<file path="src/rtl/imem_loader_if.sv">
// Byte-stream and instruction-memory write bundle for imem_loader.
// The slave modport is the loader; the master modport is the stream source / memory side.
interface imem_loader_if #(parameter int WIDTH = 5);
    logic [7:0]       in_data;
    logic             in_valid;
    logic             in_ready;
    logic             reload;
    logic             we;
    logic [WIDTH-1:0] waddr;
    logic [31:0]      wdata;
    logic             cpu_hold;
    logic             done;
    logic             err;

    modport slave (
        input  in_data, in_valid, reload,
        output in_ready, we, waddr, wdata, cpu_hold, done, err
    );

    modport master (
        output in_data, in_valid, reload,
        input  in_ready, we, waddr, wdata, cpu_hold, done, err
    );
endinterface

</file>
<file path="src/rtl/imem_loader.sv">
// Instruction-memory loader: framed bytes (LEN, 4*LEN data bytes LSB first, XOR checksum)
// are packed into 32-bit words and written at ascending addresses; CPU is held until a clean frame.
module imem_loader #(
    parameter int WIDTH = 5
) (
    input  logic          clk,
    input  logic          CLR_n,
    imem_loader_if.slave  bus
);
    localparam int LW = WIDTH + 1;

    typedef enum logic [1:0] {IDLE, DATA, CSUM, DONE} state_t;

    state_t           state_q;
    logic [LW-1:0]    len_q;
    logic [LW-1:0]    wcnt_q;
    logic [1:0]       idx_q;
    logic [7:0]       xor_q;
    logic [23:0]      word_q;
    logic             we_q;
    logic [WIDTH-1:0] waddr_q;
    logic [31:0]      wdata_q;
    logic             hold_q;
    logic             done_q;
    logic             err_q;
    logic             rdy_q;

    logic accept;
    logic len_ok;

    assign accept = bus.in_valid & rdy_q;
    // Word count must be 1..2**WIDTH; compare at 32 bits so any WIDTH up to 30 works.
    assign len_ok = (bus.in_data != 8'd0) &&
                    ({24'd0, bus.in_data} <= (32'd1 << WIDTH));

    always_ff @(posedge clk) begin
        if (!CLR_n) begin
            state_q <= IDLE;
            len_q   <= '0;
            wcnt_q  <= '0;
            idx_q   <= 2'd0;
            xor_q   <= 8'd0;
            word_q  <= 24'd0;
            we_q    <= 1'b0;
            waddr_q <= '0;
            wdata_q <= 32'd0;
            hold_q  <= 1'b1;
            done_q  <= 1'b0;
            err_q   <= 1'b0;
            rdy_q   <= 1'b1;
        end else begin
            we_q <= 1'b0;
            case (state_q)
                IDLE: begin
                    if (accept) begin
                        err_q <= !len_ok;
                        if (len_ok) begin
                            len_q   <= LW'(bus.in_data);
                            wcnt_q  <= '0;
                            idx_q   <= 2'd0;
                            xor_q   <= 8'd0;
                            waddr_q <= '0;
                            state_q <= DATA;
                        end
                    end
                end
                DATA: begin
                    if (accept) begin
                        xor_q <= xor_q ^ bus.in_data;
                        idx_q <= idx_q + 2'd1;
                        case (idx_q)
                            2'd0: word_q[7:0]   <= bus.in_data;
                            2'd1: word_q[15:8]  <= bus.in_data;
                            2'd2: word_q[23:16] <= bus.in_data;
                            default: begin
                                // Top lane goes straight to the write port; no need to stage it.
                                we_q    <= 1'b1;
                                wdata_q <= {bus.in_data, word_q};
                                waddr_q <= wcnt_q[WIDTH-1:0];
                                wcnt_q  <= wcnt_q + 1'b1;
                                if (wcnt_q + 1'b1 == len_q)
                                    state_q <= CSUM;
                            end
                        endcase
                    end
                end
                CSUM: begin
                    if (accept) begin
                        if (bus.in_data == xor_q) begin
                            state_q <= DONE;
                            done_q  <= 1'b1;
                            hold_q  <= 1'b0;
                            rdy_q   <= 1'b0;
                        end else begin
                            state_q <= IDLE;
                            err_q   <= 1'b1;
                        end
                    end
                end
                DONE: begin
                    if (bus.reload) begin
                        state_q <= IDLE;
                        done_q  <= 1'b0;
                        hold_q  <= 1'b1;
                        rdy_q   <= 1'b1;
                    end
                end
                default: state_q <= IDLE;
            endcase
        end
    end

    assign bus.in_ready = rdy_q;
    assign bus.we       = we_q;
    assign bus.waddr    = waddr_q;
    assign bus.wdata    = wdata_q;
    assign bus.cpu_hold = hold_q;
    assign bus.done     = done_q;
    assign bus.err      = err_q;
endmodule
</file>
<file path="src/flat_wrapper.sv">
// flat-port wrapper written by rule: the top's interface ports become plain ports
module imem_loader_flat 
#(
    parameter int WIDTH = 5
)
  (clk, CLR_n, bus_in_data, bus_in_valid, bus_reload, bus_in_ready, bus_we, bus_waddr, bus_wdata, bus_cpu_hold, bus_done, bus_err);
  imem_loader_if #(.WIDTH(WIDTH)) bus_i ();
  input  logic clk;
  input  logic CLR_n;
  input wire logic [$bits(bus_i.in_data)-1:0] bus_in_data;
  input wire logic [$bits(bus_i.in_valid)-1:0] bus_in_valid;
  input wire logic [$bits(bus_i.reload)-1:0] bus_reload;
  output wire logic [$bits(bus_i.in_ready)-1:0] bus_in_ready;
  output wire logic [$bits(bus_i.we)-1:0] bus_we;
  output wire logic [$bits(bus_i.waddr)-1:0] bus_waddr;
  output wire logic [$bits(bus_i.wdata)-1:0] bus_wdata;
  output wire logic [$bits(bus_i.cpu_hold)-1:0] bus_cpu_hold;
  output wire logic [$bits(bus_i.done)-1:0] bus_done;
  output wire logic [$bits(bus_i.err)-1:0] bus_err;
  assign bus_i.in_data = bus_in_data;
  assign bus_i.in_valid = bus_in_valid;
  assign bus_i.reload = bus_reload;
  assign bus_in_ready = bus_i.in_ready;
  assign bus_we = bus_i.we;
  assign bus_waddr = bus_i.waddr;
  assign bus_wdata = bus_i.wdata;
  assign bus_cpu_hold = bus_i.cpu_hold;
  assign bus_done = bus_i.done;
  assign bus_err = bus_i.err;
  imem_loader #(.WIDTH(WIDTH)) u_core (.clk(clk), .CLR_n(CLR_n), .bus(bus_i));
endmodule
</file>
<file path="config.mk">
export PLATFORM = sky130hd
export DESIGN_NAME = imem_loader_flat
export DESIGN_NICKNAME = d
export VERILOG_FILES = /design/src/rtl/imem_loader_if.sv /design/src/rtl/imem_loader.sv /design/src/flat_wrapper.sv
export SDC_FILE = /design/constraint.sdc
export NUM_CORES = 1
export LEC_CHECK = 0
export ABC_AREA = 0
export CELL_PAD_IN_SITES_DETAIL_PLACEMENT = 0
export CELL_PAD_IN_SITES_GLOBAL_PLACEMENT = 2
export CORE_ASPECT_RATIO = 0.6
export CORE_MARGIN = 4
export CORE_UTILIZATION = 35
export DETAILED_ROUTE_END_ITERATION = 8
export GPL_TIMING_DRIVEN = 0
export PLACE_DENSITY = 0.91
export SETUP_SLACK_MARGIN = 0.2
export SYNTH_ARGS = -nofsm -noshare
export SYNTH_HDL_FRONTEND = slang
export SYNTH_SLANG_ARGS = --single-unit
</file>
<file path="constraint.sdc">
create_clock -name clk -period 5.9 [get_ports clk]
set_input_delay 0.885 -clock clk [delete_from_list [all_inputs] [get_ports clk]]
set_output_delay 0.885 -clock clk [all_outputs]
set_load 0.05 [all_outputs]
</file>
==> out/qor.yml, run 1 <==
status: "finished, final reports clean"
hpwl_um: 7170
async_flop_share_pct: 0
synth-edff-count: 0
clk_latency_ns: 0.34
grt_max_degree: 14
grt_pass1_wl_um: 16000
syn_area_per_cell_um2: 8.45
dieArea_um2: 12500
totalWireLength_um: 9980
gp_congestion: 0.810
crit_path_max_fanout: 10
synth_top_area_cell: "dfxtp_1"
cap_violations: 0
clock_skew_ns: 0.00536
drc: 0
synthSimpleGateAreaFrac_pct: 20.2
ys_warn_count: 0
synthesis.area_um2: 3750
period_minus_slack_ns: 2.83
netlist_instances: 444
cts_buffers: 9
first_global_vias: 3122
grt.total_usage_pct: 16.6
hold_buffers: 0
htree_num_levels: 3
whs_ns: 0.447
final_antenna_net_count: 0
via_count: 3220
irDropWorstVdd_uv: 163
setup_viol: 0
drive_gt1_share_pct: 6.14
fin_nets: 519
yosys-top-cells-count: "89 x dfxtp_1, 88 x nand2_1, 53 x a21oi_1"
worstPathArrival_ns: 3.09
diodes: 0
startpoint_type: "primary input"
dominantRegCellSynth: "dfxtp_1"
syn2layout_area_growth_pct: 24.6
drv_slew: 0
cts.sinks: 89
max-slew-margin-rel_pct: 51.6
wl_per_cell_um: 15.6
first_pass_iters: 5
synth_top_family_by_area: "simple AND/OR/NAND/NOR gates"
antenna_found_initial: 0
fmax_mhz: 353
finalCritPeriodShare_pct: 48.0
synthAdderAreaFrac_pct: 1.67
synthXorXnorAreaFrac_pct: 3.74
tritoncts: "yes"
synth.area.top_cells: "dfxtp_1 47%, nand2_1 8.8%, mux2i_1 8.0%"
power_density_nw_per_um2: 268
yosysMostFrequentCell: "dfxtp_1"
clk_pin_slew_ns: 0.06
hold_violations: 0
synth.top_cell.area_share_pct: 47.5
worst_pin_slew_ns: 0.723
ys_seq_area_share_pct: 47.5
synth_compound_area_share_pct: 13.5
fp.dieW_um: 142
cts_root_buf: "clkbuf_16"
rsz0062_at_grt: "false"
grt_overflow: 0
core-area_um2: 10200
fp-row-count: 28
cts_resized: 0
min_path_type: "flip-flop to flip-flop"
start_util_pct: 36.9
dieHeight_um: 88.2
ys_types: 47
drtIter0Drc: 195
port_buffers: 47
worstSetupEndpointType: "flip-flop"
routed_via_density: 5.03
crit_type: "primary input to flip-flop"
synthMuxAreaShare_pct: 8.01
postCtsSetupBuffers: 0
ios: 54
synthesis.nets: 461
clock_path_buffers: 2
synth_seq_cells: 89
required_ns: 6.16
p_leak_nw: 1.76
final.setup.tns_ns: 0
## area by class of cell
| type | count | area [µm²] |
|---|---|---|
| Inverter | 7 | 26.3 |
| Fill cell | 985 | 5480 |
| Tap cell | 135 | 169 |
| Multi-Input combinational cell | 313 | 1770 |
| Clock buffer | 11 | 243 |
| Clock inverter | 3 | 42.5 |
| Sequential cell | 89 | 1780 |
| Buffer | 35 | 174 |
| Timing Repair Buffer | 47 | 470 |
## layout by cell type (no fill, tap or decap), drive strengths merged, types with 2 or more instances in the layout
cell type,instances
xnor2,12
mux2i,30
nand2,91
nor3,11
a31oi,4
or4,3
o22ai,3
inv,7
and3,2
and3b,2
nor2,39
o21ai,20
dfxtp,89
xor2,4
nor3b,2
buf,12
a21oi,54
nand3,11
clkbuf,34
clkdlybuf4s50,47
ha,5
and2,2
## cell families after synthesis
family,count (synthesis)
and+or+nand+nor,171
AOI/OAI and AO/OA,91
DFF,89
buffers and inverters,42
muxes,30
xor gates and xnor gates,16
adders and majority gates,5
## path summary, 6_finish.rpt
kind / startpoint / to / slack [ns] / depth (start not counted)
setup / recovery: bus_in_data[7] / u_core.xor_q[6] / 3.07 / 8
hold / removal: u_core.bus.waddr[4] / u_core.bus.waddr[4] / 0.45 / 2
setup reg to reg: u_core.idx_q[0] / u_core.bus.wdata[28] / 3.72 / 6
hold reg to reg: u_core.bus.waddr[4] / u_core.bus.waddr[4] / 0.45 / 2
## worst max-delay path, cell delays in order
cell and delay, ns:
clkdlybuf4s50_1 0.49, clkbuf_1 0.49, nor2_1 0.14, and3_1 0.21
mux2i_1 0.29, buf_2 0.30, a21oi_1 0.10, nor3_1 0.20
## routing by layer
layer	up-vias	part of all wire, %	GRT usage (%)
met5	-	0	0
met4	0	1.9	5.75
met3	19	5.5	4.69
met2	85	38	22.8
met1	1502	54	24.5
li1	1614	-	-
## per-stage QoR
| stage | power (mW) | setup slack (ns) | area (µm²) | cells | util [%] |
|---|---|---|---|---|---|
| CTS | 1.26 | 3.08 | 4680 | 640 | 46.0 |
| finish | 1.25 | 3.07 | 4680 | 640 | 46.0 |
| global route | 1.29 | 2.91 | 4680 | 640 | 46.0 |
| floorplan | 0.678 | 3.41 | 3750 | 444 | - |
| global placement | 0.703 | 2.75 | 4390 | 626 | 43.2 |
| detailed placement | 0.704 | 2.73 | 4390 | 626 | 43.2 |
## registers in the layout, summed over array words and instances (netlist names)
name,flops
u_core.bus.in_ready,1
u_core.bus.err,1
u_core.bus.wdata,32
u_core.wcnt_q,6
u_core.word_q,24
u_core.bus.waddr,5
u_core.bus.we,1
u_core.bus.done,1
u_core.len_q,6
u_core.idx_q,2
u_core.xor_q,8
u_core.state_q,2
## power by group
group          switching (mW)  total (mW)  internal, mW
sequential            0.00434       0.612         0.607
clock                   0.227       0.561         0.334
combinational          0.0530      0.0802        0.0272
Power figures use the tool's default switching activity.
==> run 2, diff against run 1 <==
--- a/config.mk
+++ b/config.mk
@@ -10,10 +10,10 @@
 export CELL_PAD_IN_SITES_GLOBAL_PLACEMENT = 2
 export CORE_ASPECT_RATIO = 0.6
 export CORE_MARGIN = 4
-export CORE_UTILIZATION = 35
+export CORE_UTILIZATION = 32
 export DETAILED_ROUTE_END_ITERATION = 8
 export GPL_TIMING_DRIVEN = 0
-export PLACE_DENSITY = 0.91
+export PLACE_DENSITY = 0.84
 export SETUP_SLACK_MARGIN = 0.2
 export SYNTH_ARGS = -nofsm -noshare
 export SYNTH_HDL_FRONTEND = slang
==> constraint.sdc (replaced) <==
create_clock -name clk -period 2.7 [get_ports clk]
set_input_delay 0.405 -clock clk [delete_from_list [all_inputs] [get_ports clk]]
set_output_delay 0.405 -clock clk [all_outputs]
set_load 0.05 [all_outputs]
==> run 2 against run 1 <==
  * Register-to-register slack worse by 3.2 ns
  * Non-clock buffer count stayed put
  * Setup slack worse by 2.7 ns
  * Sequential cell count stayed put
  * Routed wire length is 2.1% higher
  * Cell count is 4.1% higher
  * Critical path type unchanged
  * Largest cell class unchanged
==> out/qor.yml, run 2 (synthesis gave the netlist of run 1 again) <==
period_minus_slack_ns: 2.31
clk_latency_ns: 0.34
dieArea_um2: 13600
syn2layout_area_growth_pct: 24.7
drc: 0
core-area_um2: 11400
routed_via_density: 4.75
grt.total_usage_pct: 15.4
grt_overflow: 0
first_global_vias: 3054
min_path_cells: 3
hpwl_um: 7230
cts_buffers: 9
clk_pin_slew_ns: 0.06
fp-row-count: 30
via_count: 3163
final_cell_mix: "89 x dfxtp_1, 88 x nand2_1, 53 x a21oi_1"
drv_slew: 0
required_ns: 2.96
port_buffers: 47
worstPathArrival_ns: 2.57
clock_path_buffers: 2
drtIter0Drc: 167
totalWireLength_um: 10200
ios: 54
hold_violations: 0
finalPower_mw: 2.64
largest_reg_flops: 32
reg2reg_from: "u_core.state_q[0]"
dieHeight_um: 91.9
startpoint_type: "primary input"
crit_path_max_fanout: 10
antenna_found_initial: 0
worstRegToRegCells: 6
start_util_pct: 33.0
max-slew-margin-rel_pct: 51.7
finalCritPeriodShare_pct: 85.6
fillers: 1163
first_pass_iters: 4
hold_path_end: "u_core.bus.wdata[25]"
worst_pin_slew_ns: 0.723
htree_num_levels: 3
r2r_slack_ns: 0.48
irDropWorstVdd_uv: 260
p_leak_nw: 1.75
worstSetupEndpointType: "flip-flop"
gp_congestion: 0.796
final_antenna_net_count: 0
crit_type: "primary input to flip-flop"
tritoncts: "yes"
cap_violations: 0
rsz0062_at_grt: "false"
status: "finished, final reports clean"
clock_skew_ns: 0.00684
r2r_end: "u_core.bus.wdata[26]"
diodes: 0
multiInputGateArea_um2: 1770
wl_per_cell_um: 15.3
final_common_cell: "dfxtp_1"
fmax_mhz: 433
power_density_nw_per_um2: 563
postCtsSetupBuffers: 0
grt_max_degree: 14
place_inst: 651
fin_nets: 519
instances_no_fill: 666
grt_pass1_wl_um: 16300
seq_area_um2: 1780
cts.sinks: 89
setup_viol: 0
min_path_type: "primary input to flip-flop"
fp.dieW_um: 148
worstHoldStart: "bus_in_data[1]"
drive_gt1_share_pct: 6.13
cts_root_buf: "clkbuf_16"
[run 2: worst max-delay path, cell delays in order]
cell and delay (ns):
clkdlybuf4s50_1 0.50, clkbuf_1 0.44, nor2_1 0.11, and3_1 0.20, mux2i_1 0.31, buf_2 0.31, a21oi_1 0.10, nor3_1 0.19
[run 2: through the flow]
stage               instance area (µm²)  setup TNS, ns  hold WS, ns  util (%)  setup slack [ns]
floorplan                          3750              0        0.432         -             0.685
detailed placement                 4420         -0.153        0.443      38.9           -0.0299
CTS                                4680              0        0.345      41.1             0.327
global placement                   4420              0        0.442      38.9           0.00886
finish                             4680              0        0.357      41.1             0.390
global route                       4680              0        0.385      41.1             0.240
[run 2: worst max-delay path by stage]
stage / endpoint / start / cells past startpoint / slack, ns
global placement: u_core.xor_q[6] / bus_in_data[7] / 8 / 0.009
floorplan: u_core.xor_q[2] / bus_in_data[2] / 7 / 0.69
detailed placement: u_core.xor_q[5] / bus_in_data[7] / 8 / -0.03
finish: u_core.xor_q[6] / bus_in_data[6] / 8 / 0.39
global route: u_core.xor_q[2] / bus_in_data[6] / 8 / 0.24
CTS: u_core.xor_q[2] / bus_in_data[7] / 8 / 0.33
[run 2: area by class of cell]
| type | instances | share of cell area [%] |
|---|---|---|
| inverters | 7 | 0.562 |
| multi-input cells | 313 | 37.8 |
| flip-flops and latches | 89 | 38.1 |
| clock inverters | 3 | 0.401 |
| clock buffers | 12 | 5.05 |
| repair buffers | 47 | 10.1 |
| plain buffers | 35 | 3.74 |
| well taps | 160 | 4.28 |
[run 2: report_power, final]
part           internal (mW)  switching [mW]
clock network          0.618           0.505
logic                 0.0597           0.116
registers               1.33         0.00955
total                   2.00           0.630
[run 2: per-layer routing]
layer | vias up | track usage (%) | part of all wire [%]
met5 | - | 0 | 0
met4 | 0 | 4.65 | 1.1
met3 | 10 | 4.59 | 5.4
met2 | 55 | 21.2 | 40
met1 | 1488 | 22.8 | 54
li1 | 1610 | - | -
[run 2: timing repair]
action,in CTS,in global routing
setup endpoints to repair,0,3
hold buffers,0,0
hold endpoints to repair,0,0
gates resized for setup,0,2
==> run 3, diff against run 2 <==
--- a/config.mk
+++ b/config.mk
@@ -15,6 +15,7 @@
 export GPL_TIMING_DRIVEN = 0
 export PLACE_DENSITY = 0.84
 export SETUP_SLACK_MARGIN = 0.2
+export SKIP_LAST_GASP = 1
 export SYNTH_ARGS = -nofsm -noshare
 export SYNTH_HDL_FRONTEND = slang
 export SYNTH_SLANG_ARGS = --single-unit
==> results of run 3 <==
Final layout, timing and power as in run 2 (identical DEF).
